`src/rtl/add_arbiter.sv`:
```
// add_arbiter: shares one 4-bit ripple-carry adder between two requesters.
// A round-robin grant picks one operand pair per transaction. The block then
// returns the registered sum, carry-out and requester id on one response port.
//   clk, rst_n             clock, asynchronous active-low reset
//   req0_valid/ready/a/b   requester 0 operand handshake
//   req1_valid/ready/a/b   requester 1 operand handshake
//   rsp_valid/ready        response handshake
//   rsp_id, rsp_sum, rsp_cout  registered result

// 4-bit ripple-carry adder
module add (
  input  logic [3:0] num1,
  input  logic [3:0] num2,
  output logic [3:0] out,
  output logic       cout
);
  always_comb begin
    logic c;
    c    = 1'b0;
    out  = '0;
    for (int i = 0; i < 4; i++) begin
      out[i] = num1[i] ^ num2[i] ^ c;
      c      = (num1[i] & num2[i]) | (c & (num1[i] ^ num2[i]));
    end
    cout = c;
  end
endmodule

module add_arbiter #(
  parameter logic LAST_INIT = 1'b1
) (
  input  logic       clk,
  input  logic       rst_n,
  input  logic       req0_valid,
  output logic       req0_ready,
  input  logic [3:0] req0_a,
  input  logic [3:0] req0_b,
  input  logic       req1_valid,
  output logic       req1_ready,
  input  logic [3:0] req1_a,
  input  logic [3:0] req1_b,
  output logic       rsp_valid,
  input  logic       rsp_ready,
  output logic       rsp_id,
  output logic [3:0] rsp_sum,
  output logic       rsp_cout
);
  localparam int unsigned W = 4;

  typedef enum logic {IDLE, RESP} state_t;

  state_t         state, state_d;
  logic           last, last_d;
  logic           rsp_valid_d, rsp_id_d, rsp_cout_d;
  logic [W-1:0]   rsp_sum_d;
  logic           grant;
  logic           accept;
  logic [W-1:0]   add_num1, add_num2, add_out;
  logic           add_cout;

  // Round-robin grant: a tie goes to the requester not served last
  always_comb begin
    grant = 1'b0;
    if (req0_valid && req1_valid) grant = ~last;
    else if (req1_valid)          grant = 1'b1;
  end

  // Ready is gated by rst_n so both stay low while reset is held
  assign req0_ready = rst_n && (state == IDLE) && req0_valid && !grant;
  assign req1_ready = rst_n && (state == IDLE) && req1_valid &&  grant;
  assign accept     = req0_ready || req1_ready;

  assign add_num1 = grant ? req1_a : req0_a;
  assign add_num2 = grant ? req1_b : req0_b;

  add u_add (
    .num1 (add_num1),
    .num2 (add_num2),
    .out  (add_out),
    .cout (add_cout)
  );

  // Next-state and response register update
  always_comb begin
    state_d     = state;
    last_d      = last;
    rsp_valid_d = rsp_valid;
    rsp_id_d    = rsp_id;
    rsp_sum_d   = rsp_sum;
    rsp_cout_d  = rsp_cout;
    case (state)
      IDLE: begin
        if (accept) begin
          rsp_sum_d   = add_out;
          rsp_cout_d  = add_cout;
          rsp_id_d    = grant;
          last_d      = grant;
          rsp_valid_d = 1'b1;
          state_d     = RESP;
        end
      end
      RESP: begin
        if (rsp_ready) begin
          rsp_valid_d = 1'b0;
          state_d     = IDLE;
        end
      end
      default: state_d = IDLE;
    endcase
  end

  // State and response registers
  always_ff @(posedge clk or negedge rst_n) begin
    if (!rst_n) begin
      state     <= IDLE;
      last      <= LAST_INIT;
      rsp_valid <= 1'b0;
      rsp_id    <= 1'b0;
      rsp_sum   <= '0;
      rsp_cout  <= 1'b0;
    end else begin
      state     <= state_d;
      last      <= last_d;
      rsp_valid <= rsp_valid_d;
      rsp_id    <= rsp_id_d;
      rsp_sum   <= rsp_sum_d;
      rsp_cout  <= rsp_cout_d;
    end
  end
endmodule

```
`config.mk`:
```
export PLATFORM = sky130hd
export DESIGN_NAME = add_arbiter
export DESIGN_NICKNAME = d
export VERILOG_FILES = /design/src/rtl/add_arbiter.sv
export SDC_FILE = /design/constraint.sdc
export NUM_CORES = 1
export LEC_CHECK = 0
export ABC_AREA = 1
export CAP_MARGIN = 15
export CORE_UTILIZATION = 30
export CTS_BUF_LIST = sky130_fd_sc_hd__clkbuf_8
export CTS_CLUSTER_SIZE = 28
export DETAILED_ROUTE_END_ITERATION = 6
export SETUP_SLACK_MARGIN = 0.4
export SYNTH_ARGS = -nofsm -noshare
export SYNTH_HDL_FRONTEND = slang
export SYNTH_HIERARCHICAL = 1
export SYNTH_SLANG_ARGS = --single-unit
export TNS_END_PERCENT = 100
```
`constraint.sdc`:
```
create_clock -name clk -period 2.71 [get_ports clk]
set_clock_uncertainty 0.2 [all_clocks]
set_input_delay 0.542 -clock clk [delete_from_list [all_inputs] [get_ports clk]]
set_output_delay 0.542 -clock clk [all_outputs]
set_load 0.005 [all_outputs]
```
### Yosys cells after proc, flatten, opt, wreduce, memory -nomap -nowiden

Cells that the tools add are included.

| cells by class | value |
|---|---|
| add/sub/neg operators | 0 |
| $mul | 0 |
| divide/modulo/power cells | 0 |
| $lt $le $gt $ge | 0 |
| equal/unequal tests | 2 |
| shift-type cells | 0 |
| multiplexer cells | 10 |
| bitwise logic cells | 19 |
| reduce and logical (&&, ||, !) cells | 10 |

Operators by type and width:

| kind | number |
|---|---|
| $mux W4 | 2 |
| $and A1 B1 Y1 | 7 |
| $xor A1 B1 Y1 | 7 |
| $logic_and A1 B1 Y1 | 6 |
| $mux W1 | 6 |
| $ne A2 B2 Y1 const B | 2 |
| $pmux W1 S2 | 2 |
| $reduce_and A2 Y1 | 2 |
| $or A1 B1 Y1 | 3 |
| $not A1 Y1 | 2 |
| $logic_not A1 Y1 | 1 |
| $logic_or A1 B1 Y1 | 1 |

| storage, ports and cells | value |
|---|---|
| register bits after elaboration | 9 |
| bits in latches | 0 |
| RAM bits | 0 |
| bits in read-only memories | 0 |
| input bits | 21 |
| output and inout port bits | 9 |
| memories | 0 |

### Depth between registers and ports, before layout

Gate-level depths: netlist (run 1).

| depth | value |
|---|---|
| depth in word-level cells | 10 |
| mapped depth | 15 |
| depth with buffers taken out | 15 |

### Cells and area by module

The synthesis (run 1) kept the hierarchy.

Modules (own cells, without submodules):

| module | times used | cells each | area each (um^2) | sequential area each (um^2) |
|---|---|---|---|---|
| add_arbiter | 1 | 69 | 498.0 | 226.5 |
| add | 1 | 14 | 110.1 | 0.0 |

### Worst setup path before layout (run 1)

No wires, ideal clock.

| path | value |
|---|---|
| path type | input to register |
| from | input req0_valid |
| to | register rsp_sum[3] |
| library setup time | 117 ps |
| arrival | 2289 ps |
| slack | 104 ps |
| stages | 15 |
| path buffers | 0 |
| cell sequence | nand2_2 -> nand2_2 -> inv_2 -> nand2_1 -> nand2_1 -> ha_1 -> inv_1 -> fa_1 -> inv_1 -> fa_1 -> inv_1 -> fa_1 -> inv_1 -> nand2_1 -> nand2_1 |

| on the way | value |
|---|---|
| cells in the longest elaborated chain, start to end | 9 |
| elaborated cells on any way between the ends | 21 |
| those cells by class | mux: 3; bitwise: 11; reduce/logical: 7 |

RTL lines:

| element | line | text |
|---|---|---|
| from (decl) | 34 | `input logic req0_valid,` |
| $logic_and A1 B1 Y1 | 64 | `if (req0_valid && req1_valid) grant = ~last;` |
| $mux W1 | 64 |  |
| $mux W4 | 73 | `assign add_num1 = grant ? req1_a : req0_a;` |
| named net add_num1[0] | 58 | `logic [W-1:0] add_num1, add_num2, add_out;` |
| $and A1 B1 Y1 (2 in series) | 23 | `c = (num1[i] & num2[i]) \| (c & (num1[i] ^ num2[i]));` |
| $or A1 B1 Y1 | 23 |  |
| $and A1 B1 Y1 | 23 |  |
| $or A1 B1 Y1 | 23 |  |
| $xor A1 B1 Y1 | 22 | `out[i] = num1[i] ^ num2[i] ^ c;` |
| named net add_out[3] | 58 |  |
| to (signal assigned) | 126 | `rsp_sum <= rsp_sum_d;` |
| to (decl) | 45 | `output logic [3:0] rsp_sum,` |

The timed path passes the listed nets, and every way through them passes these cells.
A chain may end at the register's enable or synchronous reset.

### Worst setup path in the final report (run 1)

| path | value |
|---|---|
| from | register last |
| to | register rsp_sum[3] |

| on the way | value |
|---|---|
| cells in the longest elaborated chain, start to end | 9 |
| elaborated cells on any way between the ends | 20 |
| those cells by class | mux: 3; bitwise: 12; reduce/logical: 5 |

RTL lines:

| element | line | text |
|---|---|---|
| from (decl) | 53 | `logic last, last_d;` |
| from (signal assigned) | 123 | `last <= last_d;` |
| $not A1 Y1 | 64 |  |
| $mux W1 | 64 |  |
| $mux W4 | 74 | `assign add_num2 = grant ? req1_b : req0_b;` |
| named net add_num2[0] | 58 |  |
| $and A1 B1 Y1 (2 in series) | 23 |  |
| $or A1 B1 Y1 | 23 |  |
| $and A1 B1 Y1 | 23 |  |
| $or A1 B1 Y1 | 23 |  |
| $xor A1 B1 Y1 | 22 |  |
| named net add_out[3] | 58 |  |

The timed path passes the listed nets, and every way through them passes these cells.

==> impl_metrics.toml, run 1 <==
[synth]
syn-cell-area_um2 = 608
ys_ff_latch = 9
synth.avg_cell_area_um2 = 7.33
postSynthCellCount = 83
yosysTopAreaCellShare_pct = 32.9
yosysUniqueCellTypes = 14
yosys.area.top_type = "dfrtp_1"
synth_fp_nets = 108
yosysWarnings = 6
synth_area_leaders = "dfrtp_1, nand2_1, fa_1"
yosysSeqAreaShare_pct = 37.2

[global_routing]
antenna_found_initial = 0
grt_pass1_wl_mm = 2.18
grt_max_degree = 11
grt.total_usage_pct = 14.0
grt_overflow = 0
grt_pass1_vias = 585

[cells_and_area]
syn_to_final_growth_pct = 74.7
drive_gt1_share_pct = 26.0
nets = 149
fillers = 188
n_antenna_cell = 0
final_core_util_pct = 58.4

[worst_setup_path]
crit_arrival_ns = 2.49
endpoint = "rsp_sum[3]$_DFFE_PN0P_"
crit_required_ns = 2.63
rr_endpoint = "rsp_sum[3]$_DFFE_PN0P_"
worst-path-max-fanout = 6
critPathKind = "flip-flop to flip-flop"
crit_path_start = "last$_DFFE_PN1P_"
r2r_setup_slack_ns = 0.14
r2r_start = "last$_DFFE_PN1P_"
rr_worst_depth = 14
cp-end-kind = "flip-flop"
worstSetupStartpointType = "flip-flop"

[timing]
relSlewSlack_pct = 89.5
post-route-min-period_ns = 2.57
min_period_over_period_pct = 94.7
setup-tns-final_ns = 0
rsz0062_at_grt = "yes"
hold_viol = 0
finalMaxSlewViolations = 0
tightest_slew_ns = 0.157
finalSetupViolCount = 0
fmax_ghz = 0.390

[placed_design]
io_buffers = 29
place_hpwl_mm = 1.06
gp_congestion = 0.755

[die]
io_pins = 30
die_h_um = 47.0
core_area_um2 = 1820
die_area_um2 = 2210
initial_core_util_pct = 33.4
row_count = 15
die_w_um = 47.0

[clock_tree]
clock_latency_ns = 0.23
htree_levels = 1
cts_tree = "done"
cts-root-buf = "clkbuf_8"
clk_pin_slew_ns = 0.04
cts_sinks = 9
clock_path_buffers = 2
cts_buffers = 3

[pwr]
leakagePower_nw = 0.606
pwr_density_cell_nw_per_um2 = 654
vdd_drop_max_mv = 0.267

[worst_hold_path]
hold_class = "input port to asynchronous set/reset pin"

[flow_run]
max_cap_viol_count = 0

[detailed_routing]
antenna_left = 0
post-route-drc-count = 0
routed_wl_mm = 1.32
wl_per_cell_um = 8.92
drt-initial-drc-count = 11
drt-pass1-iter-count = 3
via_count = 623
viasPerCell = 4.21

[run_status]
status = "completed"
## power by group
part / switching [mW] / internal [mW] / leakage, nW
Combinational: 0.132 / 0.186 / 0.471
Clock: 0.0517 / 0.0985 / 0.0269
Sequential: 0.0327 / 0.194 / 0.108
## metrics by stage
step | total power [mW] | setup WS [ns] | cells | hold slack [ns] | instance area, um2
after global placement | 0.527 | -0.395 | 142 | 0.264 | 972
after global routing | 0.761 | 0.00346 | 148 | 0.239 | 1060
after detailed placement | 0.534 | -0.401 | 142 | 0.273 | 972
after CTS | 0.688 | 0.144 | 146 | 0.230 | 1020
after floorplan | 0.367 | 0.176 | 83 | 0.0464 | 621
final | 0.694 | 0.143 | 148 | 0.233 | 1060
## worst min path at each step
stage | start | end | slack, ns | cells after the start
2_1_floorplan | rst_n | rsp_cout$_DFFE_PN0P_ | 0.05 | 0
3_3_place_gp | rsp_id$_DFFE_PN0P_ | rsp_id$_DFFE_PN0P_ | 0.26 | 2
3_5_place_dp | rsp_id$_DFFE_PN0P_ | rsp_id$_DFFE_PN0P_ | 0.27 | 2
4_1_cts | rst_n | state$_DFF_PN0_ | 0.23 | 2
5_1_grt | rst_n | state$_DFF_PN0_ | 0.24 | 2
6_report | rst_n | state$_DFF_PN0_ | 0.23 | 2
## cell usage in the layout, fill, tap and decap left out
master,netlist,layout
buf_2,0,1
buf_4,0,9
clkbuf_2,0,1
clkbuf_8,0,3
clkdlybuf4s50_1,0,21
dfrtp_1,8,8
dfstp_2,1,1
dlygate4sd2_1,0,2
dlymetal6s2s_1,0,4
fa_1,3,1
fa_2,0,2
ha_4,0,1
inv_1,13,11
inv_2,2,4
inv_4,0,1
nand2_1,41,37
nand2_2,2,4
nand2_4,0,2
nand3_1,6,5
nand3_2,1,2
nand4_2,1,1
nor2_1,1,1
o211ai_1,1,1
## registers in the layout (all words and copies together) (netlist names)
name       cells
last           1
rsp_valid      1
rsp_sum        4
state          1
rsp_cout       1
rsp_id         1
## cell families (layout without fill, tap and decap cells)
family | Yosys count | after routing | share of synthesized area, %
AND/OR/NAND/NOR | 52 | 52 | 36.6
buffers and inverters | 17 | 57 | 13.0
flip-flops | 9 | 9 | 37.2
adder cells (fa/ha/maj) | 4 | 4 | 11.9
AO/OA/AOI/OAI | 1 | 1 | 1.24
## synthesized netlist by cell type
cell       n
nand3_2    1
ha_1       1
buf_6      2
nor2_1     1
nand3_1    6
dfrtp_1    8
fa_1       3
nand2_1   41
nand4_2    1
o211ai_1   1
nand2_2    2
inv_2      2
dfstp_2    1
inv_1     13
## cell type report
cell class | instances | area (um2) | share of cell area (%)
clock buffers | 3 | 41.3 | 3.89
clock inverters | 1 | 3.75 | 0.353
inverters | 15 | 58.8 | 5.54
multi-input cells | 57 | 345 | 32.5
flip-flops and latches | 9 | 226 | 21.3
well taps | 25 | 31.3 | 2.94
repair buffers | 38 | 355 | 33.5
## layer usage
| metal | share of wire (%) | vias up | track usage [%] |
|---|---|---|---|
| li1 | - | 325 | - |
| met1 | 45 | 271 | 15.4 |
| met2 | 47 | 25 | 25.8 |
| met3 | 6.2 | 2 | 3.46 |
| met4 | 1.3 | 0 | 5.14 |
| met5 | 0 | - | 0 |
## worst max-delay path: stages, from the launching register on
cell     delay [ns]
dfstp_2        0.55
nand2_4        0.06
nand2_4        0.10
nand2_2        0.06
nand2_2        0.08
ha_4           0.13
inv_2          0.03
fa_2           0.35
inv_2          0.06
fa_2           0.19
inv_2          0.04
fa_1           0.49
inv_1          0.04
nand2_1        0.05
nand2_1        0.05
## repair_timing
action / in CTS / in global routing
hold buffers: 0 / 0
setup buffers: 0 / 2
endpoints found under the setup margin: 5 / 4
resized for setup: 9 / 16
pin swaps: 2 / 9
No activity file was read; power rests on OpenSTA's default activity.
==> run 2: changes to the inputs <==
--- a/config.mk
+++ b/config.mk
@@ -14,6 +14,5 @@
 export SETUP_SLACK_MARGIN = 0.4
 export SYNTH_ARGS = -nofsm -noshare
 export SYNTH_HDL_FRONTEND = slang
-export SYNTH_HIERARCHICAL = 1
 export SYNTH_SLANG_ARGS = --single-unit
 export TNS_END_PERCENT = 100
==> constraint.sdc (replaced) <==
create_clock -name clk -period 2.7 [get_ports clk]
set_clock_uncertainty 0.2 [all_clocks]
set_input_delay 0.54 -clock clk [delete_from_list [all_inputs] [get_ports clk]]
set_output_delay 0.54 -clock clk [all_outputs]
set_load 0.01 [all_outputs]
==> run 2 against run 1 <==
Effect of this change:
- sequential power is 2% higher
- via count decreased by 1.6%
- largest cell class is now multi-input combinational cells
- clock power barely moved
- non-clock buffer count rose by 2
- largest power group unchanged
- global-route usage rose by 2.3 points
- critical path type unchanged
- total power is 4.8% higher
==> impl_metrics.toml, run 2 <==
[die]
io_pins = 30
die_h_um = 47.1
die_w_um = 47.1
core_area_um2 = 1820
initial_core_util_pct = 33.5
row_count = 15
die_area_um2 = 2220

[worst_setup_path]
worstSetupStartpointType = "flip-flop"
crit_path_start = "last$_DFFE_PN1P_"
max_stage_delay_ns = 0.58
crit_required_ns = 2.67
r2r_setup_slack_ns = 0.16
worstPathBufferInverterCount = 2
r2r_start = "last$_DFFE_PN1P_"
worst-path-max-fanout = 6
critPathMostFrequentCell = "nand2_1"
cp_slowest_cell = "dfstp_2"
crit_arrival_ns = 2.51
cp-end-kind = "flip-flop"
critPathKind = "flip-flop to flip-flop"
crit_path_cell_trace = "nand2_8 -> nand3_2 -> nand2_1 -> ha_2 -> fa_2 -> fa_2 -> inv_2 -> fa_1 -> inv_1 -> nand2_1 -> nand2_1"
crit_family = "adder cells"

[global_routing]
grt_overflow = 0
antenna_found_initial = 0
grt_pass1_vias = 626
grt.total_usage_pct = 16.3
grt_max_degree = 11
grt_pass1_wl_mm = 2.44

[clock_tree]
htree_levels = 1
postCtsHoldBufs = 0
cts_buffers = 3
cts_tree = "done"
cts-root-buf = "clkbuf_8"
cts_sinks = 9
clock_latency_ns = 0.23
clk_pin_slew_ns = 0.04
clock_path_buffers = 2

[detailed_routing]
routed_wl_mm = 1.37
drt-initial-drc-count = 5
viasPerCell = 4.32
post-route-drc-count = 0
via_count = 613
antenna_left = 0
drt-pass1-iter-count = 4
wl_per_cell_um = 9.65

[cells_and_area]
largest_reg_flops = 4
n_antenna_cell = 0
drive_gt1_share_pct = 28.2
nets = 143
finalNonFillerCells = 142
syn_to_final_growth_pct = 75.2
final_common_cell = "nand2_1"
fillers = 181
registers.top_by_ff_count = "rsp_sum"
multiInputGateArea_um2 = 370
mostFrequentLayoutCells = "nand2_1, clkdlybuf4s50_1, nand3_1"
fin_area_um2 = 1070
regArea_um2 = 226
final_core_util_pct = 58.8

[placed_design]
placed_area_um2 = 1010
dpl.cell_count = 137
gp_congestion = 0.726
place_hpwl_mm = 1.12
io_buffers = 29
pre_cts_slack_ns = -0.416

[synth]
synthFlopType = "dfrtp_1"
async_flop_share_pct = 100
yosysWarnings = 0
postSynthCellCount = 76
yosysTopAreaCellShare_pct = 32.8
synth.avg_cell_area_um2 = 8.03
ys_ff_latch = 9
synth_fp_nets = 101
yosysSeqAreaShare_pct = 37.1
yosysUniqueCellTypes = 17
synth_most_common_cell = "nand2_1"
synth-edff-count = 0
syn-cell-area_um2 = 611
yosys.area.top_type = "dfrtp_1"
synth_area_leaders = "dfrtp_1, nand2_1, fa_1"
synth_common_cells = "nand2_1, nand3_1, dfrtp_1, inv_1, fa_1"

[timing]
finalSetupViolCount = 0
setup_ws_ns = 0.164
tightest_slew_ns = 0.278
post-route-min-period_ns = 2.54
timing.hold.ws_ns = 0.183
min_period_over_period_pct = 93.9
fmax_ghz = 0.394
setup-tns-final_ns = 0
rsz0062_at_grt = "yes"
relSlewSlack_pct = 81.2
finalMaxSlewViolations = 0
hold_viol = 0

[run_status]
status = "completed"

[pwr]
total_power_mw = 0.728
vdd_drop_max_mv = 0.239
pwr_density_cell_nw_per_um2 = 681
leakagePower_nw = 0.542

[worst_hold_path]
hold_class = "input port to asynchronous set/reset pin"

[flow_run]
max_cap_viol_count = 0
[run 2: cell count changes in the layout (fill, tap and decap cells not counted), sizes merged, moves of 2 or more]
cell / previous run / this run
nand2: 43 / 33
dlymetal6s2s: 4 / 0
nand3: 7 / 13
dlygate4sd2: 2 / 5
inv: 16 / 10
o21ai: 0 / 2
buf: 10 / 13
[run 2: logic make-up (layout without fill, tap and decap cells)]
group,Yosys count,in the layout,synth area share [%]
compound gates,4,4,3.69
fa+ha+maj,4,4,11.9
buf+inv,12,53,10.5
flops,9,9,37.1
simple gates,47,47,36.9
[run 2: power breakdown]
group | switching (mW) | internal, mW | leakage (nW)
combinational | 0.155 | 0.192 | 0.407
sequential | 0.0357 | 0.195 | 0.108
clock | 0.0517 | 0.0989 | 0.0269
[run 2: area by class of cell]
class / count / area share (%)
multi-input cells: 55 / 34.6
repair buffers: 40 / 33.9
flip-flops and latches: 9 / 21.2
clock buffers: 3 / 3.86
inverters: 9 / 3.16
well taps: 25 / 2.92
clock inverters: 1 / 0.351
[run 2: metal layers]
metal	vias to the layer above	share of wire [%]	track usage, %
met3	4	6.2	3.46
met4	0	2.0	10.3
met5	-	0	0
met1	261	41	19.8
met2	26	51	26.1
li1	322	-	-
[run 2: path summary, 6_finish.rpt]
path | endpoint | cells past startpoint
max | rsp_sum[3]$_DFFE_PN0P_ | 11
min | rsp_sum[0]$_DFFE_PN0P_ | 2
max reg2reg | rsp_sum[3]$_DFFE_PN0P_ | 11
min reg2reg | rsp_id$_DFFE_PN0P_ | 2
max in group asynchronous | last$_DFFE_PN1P_ | 2
min in group clk | rsp_id$_DFFE_PN0P_ | 2
[run 2: what timing repair did]
action | CTS | global route
pin swaps | 11 | 7
setup endpoints to repair | 5 | 3
setup buffers | 1 | 0
gates resized for setup | 25 | 2
==> run 3: changes to the inputs <==
--- a/config.mk
+++ b/config.mk
@@ -11,7 +11,7 @@
 export CTS_BUF_LIST = sky130_fd_sc_hd__clkbuf_8
 export CTS_CLUSTER_SIZE = 28
 export DETAILED_ROUTE_END_ITERATION = 6
-export SETUP_SLACK_MARGIN = 0.4
+export SETUP_SLACK_MARGIN = 0.02
 export SYNTH_ARGS = -nofsm -noshare
 export SYNTH_HDL_FRONTEND = slang
 export SYNTH_SLANG_ARGS = --single-unit
==> run 3 against run 2 <==
Effect of this change:
- sequential share of layout area is 0.33 points higher
- final cell count stayed put
- fmax is 3.2% lower
- sequential cell count stayed put
- first-iteration DRC count is 20% lower
- clock power hardly changed
- worst hold slack better by 0.095 ns
- total power is 1.1% lower
- via count is 2.4% higher
- non-clock buffer count stayed put
- largest power group unchanged
==> impl_metrics.toml, run 3 (synthesis gave the netlist of run 2 again) <==
[run_status]
status = "completed"

[detailed_routing]
wl_per_cell_um = 9.63
drt-pass1-iter-count = 6
via_count = 628
viasPerCell = 4.42
antenna_left = 0
post-route-drc-count = 0
drt-initial-drc-count = 4
routed_wl_mm = 1.37

[die]
initial_core_util_pct = 33.5
io_pins = 30
die_w_um = 47.1
row_count = 15
die_area_um2 = 2220
core_area_um2 = 1820
die_h_um = 47.1

[worst_setup_path]
cp-end-kind = "primary output"
rr_endpoint = "rsp_sum[3]$_DFFE_PN0P_"
critPathKind = "input port to primary output"
crit_arrival_ns = 1.88
r2r_setup_slack_ns = 0.15
worstSetupStartpointType = "input port"
r2r_start = "last$_DFFE_PN1P_"
worst-path-max-fanout = 3
crit_required_ns = 1.96
crit_path_start = "rst_n"
rr_worst_depth = 11

[clock_tree]
htree_levels = 1
clk_pin_slew_ns = 0.04
cts-root-buf = "clkbuf_8"
clock_path_buffers = 2
postCtsHoldBufs = 0
clock_latency_ns = 0.23
cts_buffers = 3
cts_sinks = 9
cts_tree = "done"

[placed_design]
place_hpwl_mm = 1.10
gp_congestion = 0.695
io_buffers = 29

[cells_and_area]
largest_reg_flops = 4
n_antenna_cell = 0
nets = 143
syn_to_final_growth_pct = 72.5
mostFrequentLayoutCells = "nand2_1, clkdlybuf4s50_1, nand3_1"
regArea_um2 = 226
fillers = 192
drive_gt1_share_pct = 24.8
registers.top_by_ff_count = "rsp_sum"
final_common_cell = "nand2_1"
multiInputGateArea_um2 = 343

[worst_hold_path]
whs_endpoint = "rsp_id$_DFFE_PN0P_"
hp-start = "rsp_id$_DFFE_PN0P_"
hold_class = "flip-flop to flip-flop"
min_delay_path_depth = 2

[timing]
post-route-min-period_ns = 2.62
finalMaxSlewViolations = 0
tightest_slew_ns = 0.241
timing.hold.ws_ns = 0.279
rsz0062_at_grt = "no"
min_period_over_period_pct = 97.0
hold_viol = 0
finalSetupViolCount = 0
fmax_ghz = 0.382
setup-tns-final_ns = 0
relSlewSlack_pct = 83.8

[pwr]
leakagePower_nw = 0.559
pwr_density_cell_nw_per_um2 = 684
total_power_mw = 0.720
vdd_drop_max_mv = 0.241

[global_routing]
grt_max_degree = 11
grt_pass1_wl_mm = 2.13
antenna_found_initial = 0
grt_pass1_vias = 547
grt_overflow = 0
grt.total_usage_pct = 14.1

[flow_run]
max_cap_viol_count = 0
run 3: changes by cell type in the layout (fill, tap and decap cells not counted), sizes merged:
cell,change
clkbuf,+1
clkdlybuf4s50,+4
clkdlybuf4s15,-1
dlygate4sd2,-5
dlymetal6s2s,+3
buf,-2
run 3: how the worst max path moves through the flow:
stage	end	slack, ns
3_3_place_gp	rsp_sum[3]$_DFFE_PN0P_	-0.43
6_report	req1_ready	0.08
5_1_grt	rsp_sum[3]$_DFFE_PN0P_	0.02
4_1_cts	rsp_sum[3]$_DFFE_PN0P_	0.02
2_1_floorplan	rsp_sum[3]$_DFFE_PN0P_	0.04
3_5_place_dp	rsp_sum[3]$_DFFE_PN0P_	-0.49
run 3: per-stage QoR:
step / util (%) / instances / setup slack (ns) / area (um2)
after floorplan: - / 76 / 0.0417 / 611
after global placement: 53.7 / 137 / -0.434 / 977
after detailed placement: 53.7 / 137 / -0.487 / 977
after CTS: 57.1 / 143 / 0.0225 / 1040
after global routing: 57.9 / 142 / 0.0226 / 1050
final: 57.9 / 142 / 0.0813 / 1050
run 3: final cells by class:
cell class / instances / share of cell area, %
clock buffers: 3 / 3.92
repair buffers: 40 / 35.5
inverters: 9 / 3.21
clock inverters: 1 / 0.356
well taps: 25 / 2.97
multi-input cells: 55 / 32.5
flip-flops and latches: 9 / 21.5
run 3: repair_timing:
item                       4_1_cts  5_1_grt
pin swaps                        2       13
setup endpoints to repair        3        1
gates resized for setup          4       14
setup buffers                    2        1
run 3: where the power goes:
| group | internal [mW] | total (mW) | switching [mW] | leakage (nW) |
|---|---|---|---|---|
| registers | 0.195 | 0.228 | 0.0333 | 0.108 |
| logic | 0.191 | 0.340 | 0.150 | 0.425 |
| clock network | 0.0989 | 0.152 | 0.0528 | 0.0269 |
run 3: per-layer routing:
| metal | vias up | wire (um) | track usage, % |
|---|---|---|---|
| li1 | 318 | - | - |
| met1 | 277 | 541 | 16.9 |
| met2 | 31 | 691 | 23.6 |
| met3 | 2 | 110 | 3.46 |
| met4 | 0 | 24 | 6.86 |
| met5 | - | 0 | 0 |
run 3: critical path, stage by stage:
cell             delay (ns)
clkdlybuf4s50_1        0.50
buf_4                  0.15
nand4_4                0.10
inv_1                  0.06
clkdlybuf4s50_1        0.53
